<file path="src/rtl/ledr_avmm_pwm_slave.sv">
// ---------------------------------------------------------------------------
// ledr_avmm_pwm_slave
//   Avalon-MM responder driving the board LEDs, either statically or with a
//   PWM dimming waveform. Four word registers: CTRL, LEVEL, PERIOD, DUTY.
//
// Parameters
//   NUM_LED  number of LED outputs (1..32)
//   CNT_W    width of the PWM period/duty counter (2..32)
//
// Ports
//   clk                fabric clock
//   reset              asynchronous, active-high reset
//   avs_address[1:0]   word address (register select)
//   avs_read           read request
//   avs_write          write request
//   avs_writedata[31:0] write data
//   avs_byteenable[3:0] byte lanes to write
//   avs_readdata[31:0] read data, valid with avs_readdatavalid
//   avs_readdatavalid  one-cycle pulse per accepted read
//   avs_waitrequest    always 0
//   ledr_export        registered LED drive
// ---------------------------------------------------------------------------
module ledr_avmm_pwm_slave #(
   parameter int unsigned NUM_LED = 1,
   parameter int unsigned CNT_W   = 16
) (
   input  logic               clk,
   input  logic               reset,
   input  logic [1:0]         avs_address,
   input  logic               avs_read,
   input  logic               avs_write,
   input  logic [31:0]        avs_writedata,
   input  logic [3:0]         avs_byteenable,
   output logic [31:0]        avs_readdata,
   output logic               avs_readdatavalid,
   output logic               avs_waitrequest,
   output logic [NUM_LED-1:0] ledr_export
);

   logic [2:0]         r_ctrl;
   logic [NUM_LED-1:0] r_level;
   logic [CNT_W-1:0]   r_period;
   logic [CNT_W-1:0]   r_duty;

   logic [CNT_W-1:0]   r_cnt;
   logic [CNT_W-1:0]   r_per_s;
   logic [CNT_W-1:0]   r_duty_s;

   logic [31:0]        r_rdata;
   logic               r_rdv;
   logic [NUM_LED-1:0] r_led;

   logic [31:0]        w_cur;
   logic [31:0]        w_merged;
   logic               w_unused_bits;
   logic               w_run;
   logic               w_wrap;
   logic               w_pwm_on;
   logic [NUM_LED-1:0] w_raw;

   // Addressed register, zero-extended to 32 bits. Serves as both the read
   // mux and the base value for partial-byte writes.
   always_comb begin
      w_cur = '0;
      case (avs_address)
         2'd0:    w_cur[2:0]         = r_ctrl;
         2'd1:    w_cur[NUM_LED-1:0] = r_level;
         2'd2:    w_cur[CNT_W-1:0]   = r_period;
         default: w_cur[CNT_W-1:0]   = r_duty;
      endcase
   end

   always_comb begin
      w_merged = w_cur;
      for (int unsigned b = 0; b < 4; b++) begin
         if (avs_byteenable[b]) w_merged[8*b +: 8] = avs_writedata[8*b +: 8];
      end
   end

   // Bits above the register width are intentionally dropped.
   assign w_unused_bits = ^w_merged;

   // Register file and read response. A read coinciding with a write is ignored.
   always_ff @(posedge clk or posedge reset) begin
      if (reset) begin
         r_ctrl   <= '0;
         r_level  <= '0;
         r_period <= '0;
         r_duty   <= '0;
         r_rdata  <= '0;
         r_rdv    <= 1'b0;
      end else begin
         r_rdv <= avs_read && !avs_write;
         if (avs_write) begin
            case (avs_address)
               2'd0:    r_ctrl   <= w_merged[2:0];
               2'd1:    r_level  <= w_merged[NUM_LED-1:0];
               2'd2:    r_period <= w_merged[CNT_W-1:0];
               default: r_duty   <= w_merged[CNT_W-1:0];
            endcase
         end else if (avs_read) begin
            r_rdata <= w_cur;
         end
      end
   end

   assign w_run  = r_ctrl[0] && r_ctrl[1];
   assign w_wrap = (r_cnt == r_per_s);

   // Shadows track PERIOD/DUTY while stopped and reload only at the wrap,
   // so mid-period writes cannot truncate or overrun the running period.
   always_ff @(posedge clk or posedge reset) begin
      if (reset) begin
         r_cnt    <= '0;
         r_per_s  <= '0;
         r_duty_s <= '0;
      end else if (!w_run || w_wrap) begin
         r_cnt    <= '0;
         r_per_s  <= r_period;
         r_duty_s <= r_duty;
      end else begin
         r_cnt <= r_cnt + CNT_W'(1);
      end
   end

   assign w_pwm_on = (r_cnt < r_duty_s);
   assign w_raw    = r_ctrl[1] ? (r_level & {NUM_LED{w_pwm_on}}) : r_level;

   always_ff @(posedge clk or posedge reset) begin
      if (reset) begin
         r_led <= '0;
      end else begin
         r_led <= r_ctrl[0] ? (w_raw ^ {NUM_LED{r_ctrl[2]}}) : '0;
      end
   end

   assign avs_readdata      = r_rdata;
   assign avs_readdatavalid = r_rdv;
   assign avs_waitrequest   = 1'b0;
   assign ledr_export       = r_led;

endmodule

</file>
<file path="config.mk">
export PLATFORM = sky130hd
export DESIGN_NAME = ledr_avmm_pwm_slave
export DESIGN_NICKNAME = d
export VERILOG_FILES = /design/src/rtl/ledr_avmm_pwm_slave.sv
export SDC_FILE = /design/constraint.sdc
export NUM_CORES = 1
export LEC_CHECK = 0
export BUFFER_PORTS_ARGS = -buffer_cell sky130_fd_sc_hd__buf_2
export CAP_MARGIN = 20
export CORE_MARGIN = 2
export CORE_UTILIZATION = 40
export DETAILED_ROUTE_END_ITERATION = 12
export GPL_TIMING_DRIVEN = 1
export SLEW_MARGIN = 0
export SYNTH_ARGS = -nofsm -noshare
export SYNTH_HDL_FRONTEND = slang
export SYNTH_SLANG_ARGS = --single-unit
</file>
<file path="constraint.sdc">
create_clock -name clk -period 3.9 [get_ports clk]
set_input_delay 0.195 -clock clk [delete_from_list [all_inputs] [get_ports clk]]
set_output_delay 0.195 -clock clk [all_outputs]
set_load 0.05 [all_outputs]
</file>
# Yosys cells after proc, flatten, opt, wreduce, memory -nomap -nowiden
# Cells that the tools add are included.
[word_totals] regBits=102 input_bits=42 out_inout_bits=35 elab_cells=40
[classes] addsub=1 magnitude_cmp=1 n_eq_ne=3 muxes=8 n_bitwise=4 n_reduce_logical=13
[ops] cell="$pmux W13 S2" count=1
[ops] cell="$add A16 B1 Y16 const B" count=1
[ops] cell="$eq A16 B16 Y1" count=1
[ops] cell="$lt A16 B16 Y1" count=1
[ops] cell="$mux W16" count=1
[ops] cell="$mux W8" count=2
[ops] cell="$reduce_and A2 Y1" count=5
[ops] cell="$pmux W2 S3" count=1
[ops] cell="$pmux W1 S3" count=1
[ops] cell="$reduce_or A3 Y1" count=1
[ops] cell="$eq A2 B1 Y1 const B" count=1
[ops] cell="$eq A2 B2 Y1 const B" count=1
[ops] cell="$logic_and A1 B1 Y1" count=2
[ops] cell="$logic_not A1 Y1" count=2
[ops] cell="$logic_not A2 Y1" count=1
[ops] cell="$mux W1" count=2
[ops] cell="$not A1 Y1" count=2
[ops] cell="$reduce_or A2 Y1" count=1
[ops] cell="$and A1 B1 Y1" count=1
[ops] cell="$logic_or A1 B1 Y1" count=1
[ops] cell="$xor A1 B1 Y1" count=1

# Depth between registers and ports, before layout
# Gate-level depths: netlist (run 1).
[depth] depth_word=5 mapped_depth=7 mapped_depth_nobuf=7

# Worst setup path before layout (run 1)
# OpenSTA, ideal clock, no wires.
[synth_path] path_kind="flip-flop to flip-flop" from="reg r_cnt[15]" to="reg r_led (netlist: ledr_export)" setup_time_ns=0.076 arrival_time_ns=1.904 t_required_ns=3.824 slack_ns=1.920 stages_incl_launch_ff=7 period_less_slack_ns=1.980 path_cell_list="dfrtp_1 ha_1 nand4_1 or4_1 o31a_1 a31o_2 o21ai_1"
[synth_via] elab_chain_len=5
[synth_lines] element="start: declaration" line="45" rtl="logic [CNT_W-1:0] r_cnt;"
[synth_lines] element="start signal: assignment" line="122" rtl="r_cnt <= r_cnt + CNT_W'(1);"
[synth_lines] element="$lt A16 B16 Y1" line="126" rtl="assign w_pwm_on = (r_cnt < r_duty_s);"
[synth_lines] element="$and A1 B1 Y1" line="127" rtl="assign w_raw = r_ctrl[1] ? (r_level & {NUM_LED{w_pwm_on}}) : r_level;"
[synth_lines] element="$mux W1" line="127"
[synth_lines] element="$xor A1 B1 Y1" line="133" rtl="r_led <= r_ctrl[0] ? (w_raw ^ {NUM_LED{r_ctrl[2]}}) : '0;"
[synth_lines] element="$mux W1" line="133"
[synth_lines] element="end signal: assignment" line="133"
[synth_lines] element="end: declaration" line="51" rtl="logic [NUM_LED-1:0] r_led;"
# No other way between the ends.
# A chain may end at the register's enable or synchronous reset.

# Final worst setup path (run 1)
# Same ends and word-level chain as after synthesis.

==> results of run 1 <==
==> flip-flops by register name (all words and copies together), names as in the netlist <==
| register | count |
|---|---|
| r_per_s | 16 |
| r_level | 1 |
| avs_readdatavalid | 1 |
| ledr_export | 1 |
| r_ctrl | 3 |
| r_cnt | 16 |
| r_duty | 16 |
| r_period | 16 |
| avs_readdata | 16 |
| r_duty_s | 16 |
==> layout make-up <==
cell class                      instances  area [µm²]
Inverter                               19        73.8
Tap cell                              168         210
Multi-Input combinational cell        338        2240
Timing Repair Buffer                   46         280
Clock buffer                           10         239
Fill cell                            1112        6470
Sequential cell                       102        2550
Clock inverter                          6        93.8
==> through the flow <==
step	hold WS (ns)	area (µm²)	setup WS (ns)	utilization, %
6_report	0.158	5690	1.70	46.8
5_1_grt	0.156	5690	1.57	46.8
4_1_cts	0.0987	5620	1.69	46.2
3_5_place_dp	0.466	5290	1.70	43.5
3_3_place_gp	0.458	5290	1.73	43.5
2_1_floorplan	0.398	5090	1.03	-
==> report_power, final <==
group / internal [mW] / switching, mW
Clock: 0.585 / 0.402
Combinational: 0.233 / 0.366
Sequential: 1.22 / 0.113
==> how the worst max path moves through the flow <==
stage | end | cells after the start
5_1_grt | ledr_export | 6
3_5_place_dp | ledr_export | 6
6_report | ledr_export | 6
2_1_floorplan | avs_readdata[0] | 1
4_1_cts | ledr_export | 6
3_3_place_gp | r_duty[15] | 4
==> cell families (layout without fill, tap and decap cells) <==
group                      after synthesis  count (layout)
and+or+nand+nor                        140             140
DFF                                    102             102
AOI/OAI and AO/OA                       82              82
buffers and inverters                   58              81
muxes                                   52              52
xor gates and xnor gates                31              31
adders and majority gates               16              16
other                                    1              17
==> cell usage after synthesis (all sizes together), types with 7 or more instances <==
cell type,count,area [µm²]
a21oi,20,100
and2,13,81.3
buf,22,165
clkbuf,17,63.8
dfrtp,102,2550
ha,16,200
inv,19,71.3
mux2,48,556
nand2,76,285
nand3,7,35.0
nor2,18,67.6
o21ai,52,260
xnor2,10,87.6
xor2,21,184
==> critical path: cells and delay by family (launching register included) <==
| family | cells | cell delay [ns] |
|---|---|---|
| and+or+nand+nor | 2 | 0.72 |
| AOI/OAI and AO/OA | 3 | 0.61 |
| adders and majority gates | 1 | 0.36 |
| DFF | 1 | 0.42 |
==> metal layers <==
metal	track usage (%)	vias to the layer above	routed length, µm
li1	-	1667	-
met1	22.7	1646	4960
met2	24.7	66	4590
met3	2.28	15	375
met4	6.03	0	163
met5	0	-	0
==> metrics.txt, run 1 <==
commonest cells after routing, fill and taps aside=102 x dfrtp_1, 76 x nand2_1, 51 x o21ai_0; Port Buffers=41; crit path DAT=2.46 ns; antenna violations before repair=0; initial cell density of the core=41.4%; first-pass GRT wire length=16,700 µm; Synth cell types=39; slew of the pin with the lowest slew margin=0.908 ns; Synth Area in Simple Gates=13.0%; CTS tree=yes; Worst slew margin=39.5%; area grow syn2layout=13.1%; Routed WL=10,100 µm; PostCTS Resize Cnt=0; Synthesis Warnings=0; Synth Area in Compound Gates=8.80%; synthesized netlist cell count=482; ANT cells=0; leakage power=2.81 nW; die area=0.0135 mm²; Slew Limit Fails=0; setup-violating endpoint count in the final report=0; total CTS buffers=9; Site Rows=40; ys flop type=dfrtp_1; Post-CTS Setup Bufs=0; Fin. Hold Viols=0; r2r setup slk=1.70 ns; Longest Clk Path Bufs=2; R2R depth=6; Worst setup EP type=register; pin count of the biggest net entering global routing=79; IR drop worst, VDD=0.236 mV; routed len/inst=14.6 µm; Setup Crit Path Kind=reg -> reg; number of synthesized register bits=102; Worst Path Required=4.16 ns; Die Y-Extent=116 µm; Via density=4.93; mux cell area share after synthesis=12.1%; Post-synth EDFFs=0; Critical R2R Launch=r_cnt[15]; WHS Path Cells=3; FFs w/ async S/R, synth=100%; GRT Util Overall=15.9%; total power draw=2.92 mW; synthesized-area fraction occupied by xor and xnor cells=5.40%; maximum clock rate=0.454 GHz; DP Wirelength=7110 µm; period utilization=56.5%; hold_sp=avs_writedata[3]; CTS sink cnt=102; GPL Wtd Cong=0.816; core area=0.0122 mm²; most common cell after layout, fill and taps aside=dfrtp_1; outcome=finished clean; vias in the first global route=3,363; Post-CTS Hold Buffers=0; Syn Area/Cell=10.4 µm²; htree depth=3; placed cell count=669; antenna-violating nets left=0; r2r endpoint=ledr_export; Max stage delay on crit path=0.56 ns; Worst setup startpoint=r_cnt[15]; Worst Hold Endpoint=r_duty[3]; worst-path cell chain=ha_1 -> nand4_1 -> or4_1 -> o31a_1 -> a31o_2 -> o21ai_1; largest family of logic cells by synthesized area=simple AND/OR/NAND/NOR gates; max cap viols=0; Cell Count, Final, Fillers Out=689; vias=3,394; total power divided by cell area=512 mW/mm²; Crit Path Max Fanout=4; RSZ-0062 raised after global routing=no; Slowest-stage cell, CP=or4_1; die width=116 µm; DR pass1 iterations=4; Mapped Area=0.00503 mm²; Tmin final=2.20 ns; Synth Area in Adders=3.98%; clk root buf=clkbuf_16; Worst-Skew Late Latency=0.34 ns; setup TNS=0 ns; final net count=574; total grt overflow=0; top-level I/O count=77; violation count after the first detailed-route iteration=135; crit path launch type=register; DRC viols=0; layout cells sized above 1=21.9%; Max Clock Skew=0.0102 ns; Hold WC Path Type=in -> reg; Clk pin slew, worst setup/hold paths=0.07 ns; sequential fraction of the synthesis area=50.7%
(Power assumes the default switching activity.)
==> run 2: changes to the inputs <==
Clock period 3.9 ns to 2 ns, I/O delays scaled along.
==> run 2 against run 1 <==
  * The run now ends with setup timing left
  * Sequential power grew 95%
  * Worst setup slack got worse by 1.7 ns
  * Design area up 3.4%
  * First-iteration DRC count rose by 9.6%
  * Sequential share of layout area down 1.4 points
  * Global-route usage is 1.1 points higher
  * Count of clock-buffer cells in the layout stayed put
  * Via count rose by 1.1%
  * Routed wire length rose by 4.5%
  * Critical path depth decreased by 1
  * Clock power increased by 83%
  * Sequential cell count unchanged
==> metrics.txt, run 2 (synthesis results as in run 1) <==
Sw Ratio=31.1%; pre-CTS setup slack=-0.0480 ns; leakage power=2.91 nW; crit path buf inv count=0; total power draw=5.66 mW; die width=116 µm; maximum clock rate=0.497 GHz; Top delay family on crit path=simple AND/OR/NAND/NOR gates; Via density=4.83; antenna violations before repair=0; pin count of the biggest net entering global routing=50; Sequential Power Share=46.0%; outcome=finished with violations; first-pass GRT wire length=17,700 µm; CTS sink cnt=102; Power Internal=3.90 mW; R2R depth=5; CTS tree=yes; Clk pin slew, worst setup/hold paths=0.07 ns; Metal-1 WL=5090 µm; core area=0.0122 mm²; Slew Limit Fails=0; WHS Path Cells=3; Longest Clk Path Bufs=2; setup TNS=-0.0133 ns; worst-path cell chain=xor2_1 -> nor4_1 -> nand4_1 -> and3_4 -> mux2_4; total CTS buffers=9; Die Y-Extent=116 µm; Max stage delay on crit path=0.46 ns; violated checks=setup timing; Slowest-stage cell, CP=dfrtp_2; Comb pwr share=22.2%; slew of the pin with the lowest slew margin=0.601 ns; GPL Wtd Cong=0.826; Worst slew margin=59.8%; total grt overflow=0; period utilization=101%; GRT Util Overall=17.0%; ANT cells=0; final net count=596; RSZ-0062 raised after global routing=yes; crit path DAT=2.24 ns; fill count=1,115; most common cell after layout, fill and taps aside=dfrtp_1; IR drop worst, VDD=0.576 mV; Hold WC Path Type=in -> reg; routed len/inst=14.8 µm; area of the multi-input gates=0.00230 mm²; Site Rows=40; Worst-Skew Late Latency=0.35 ns; setup-violating endpoint count in the final report=2; total power divided by cell area=963 mW/mm²; DR pass1 iterations=6; NetSw=1.76 mW; commonest cells after routing, fill and taps aside=100 x dfrtp_1, 76 x nand2_1, 51 x o21ai_0; DR top layer=met4; top-level I/O count=77; Worst Path Required=2.23 ns; WL met3=282 µm; DP Wirelength=7640 µm; Setup Crit Path Kind=reg -> reg; max cap viols=0; die area=0.0135 mm²; Crit Path Max Fanout=43; Port Buffers=41; Max Clock Skew=0.00878 ns; Tmin final=2.01 ns; DRC viols=0; clock share of power=31.9%; vias=3,433; Worst setup EP type=register; clk root buf=clkbuf_16; violation count after the first detailed-route iteration=148; vias in the first global route=3,488; area grow syn2layout=16.9%; Register Area=0.00255 mm²; antenna-violating nets left=0; DR WL met2=4970 µm; Routed WL=10,500 µm; Fin. Hold Viols=0; fin worst setup slack=-0.0123 ns; crit path launch type=register; layout cells sized above 1=26.3%; Crit path depth=5; initial cell density of the core=41.4%; htree depth=3
-- run 2: cell count changes in the layout (fill, tap and decap cells not counted), moves of 2 or more --
cell | previous run | this run
buf_12 | 0 | 2
buf_4 | 1 | 24
buf_8 | 2 | 0
dfrtp_1 | 102 | 100
dfrtp_2 | 0 | 2
ha_1 | 16 | 13
ha_4 | 0 | 3
mux2_2 | 44 | 42
mux2_4 | 4 | 6
-- run 2: layout make-up --
class	instances	share of cell area, %
Inverter	19	1.28
Clock buffer	10	4.06
Tap cell	168	3.57
Multi-Input combinational cell	338	39.1
Timing Repair Buffer	68	7.40
Sequential cell	102	43.4
Clock inverter	6	1.17
-- run 2: metrics by stage --
step           area, µm²  hold slack, ns  instances  util (%)
6_report            5880          0.0506        711      48.4
5_1_grt             5880          0.0569        711      48.4
4_1_cts             5860          0.0500        711      48.2
3_5_place_dp        5500           0.206        693      45.2
2_1_floorplan       5100           0.303        498         -
3_3_place_gp        5500           0.208        693      45.2
-- run 2: what timing repair did --
action                                 in CTS  in global routing
endpoints found under the hold margin      24                  0
gates resized for setup                     6                  3
setup endpoints to repair                  39                 39
pin swaps                                   3                  0
hold buffers                                1                  0
setup buffers                               1                  0
-- run 2: path summary, 6_finish.rpt --
path / from / to / slack (ns)
worst max-delay path: r_cnt[5] / r_per_s[5] / -0.01
worst min-delay path: avs_writedata[5] / r_duty[5] / 0.05
worst max register to register: r_cnt[5] / r_per_s[5] / -0.01
worst min register to register: avs_readdata[1] / avs_readdata[1] / 0.48
max in group asynchronous: reset / r_duty_s[1] / 0.99
min in group asynchronous: reset / r_period[13] / 0.38
-- run 2: routing by layer --
layer / vias to the layer above / global-route usage (%)
met4: 0 / 7.78
met5: - / 0
li1: 1713 / -
met2: 57 / 26.9
met1: 1650 / 23.9
met3: 13 / 1.61
-- run 2: worst min-delay path: cells and delay by family --
kind | cells | cell delay, ns
buffers and inverters | 1 | 0.08
AOI/OAI and AO/OA | 2 | 0.19
-- run 2: power by group through the flow --
stage,logic [mW],clock network (mW),registers (mW)
finish,1.26,1.80,2.60
global route,1.39,1.92,2.64
CTS,1.26,1.83,2.60
detailed placement,1.24,0,2.64
global placement,1.21,0,2.63
floorplan,0.778,0,2.75
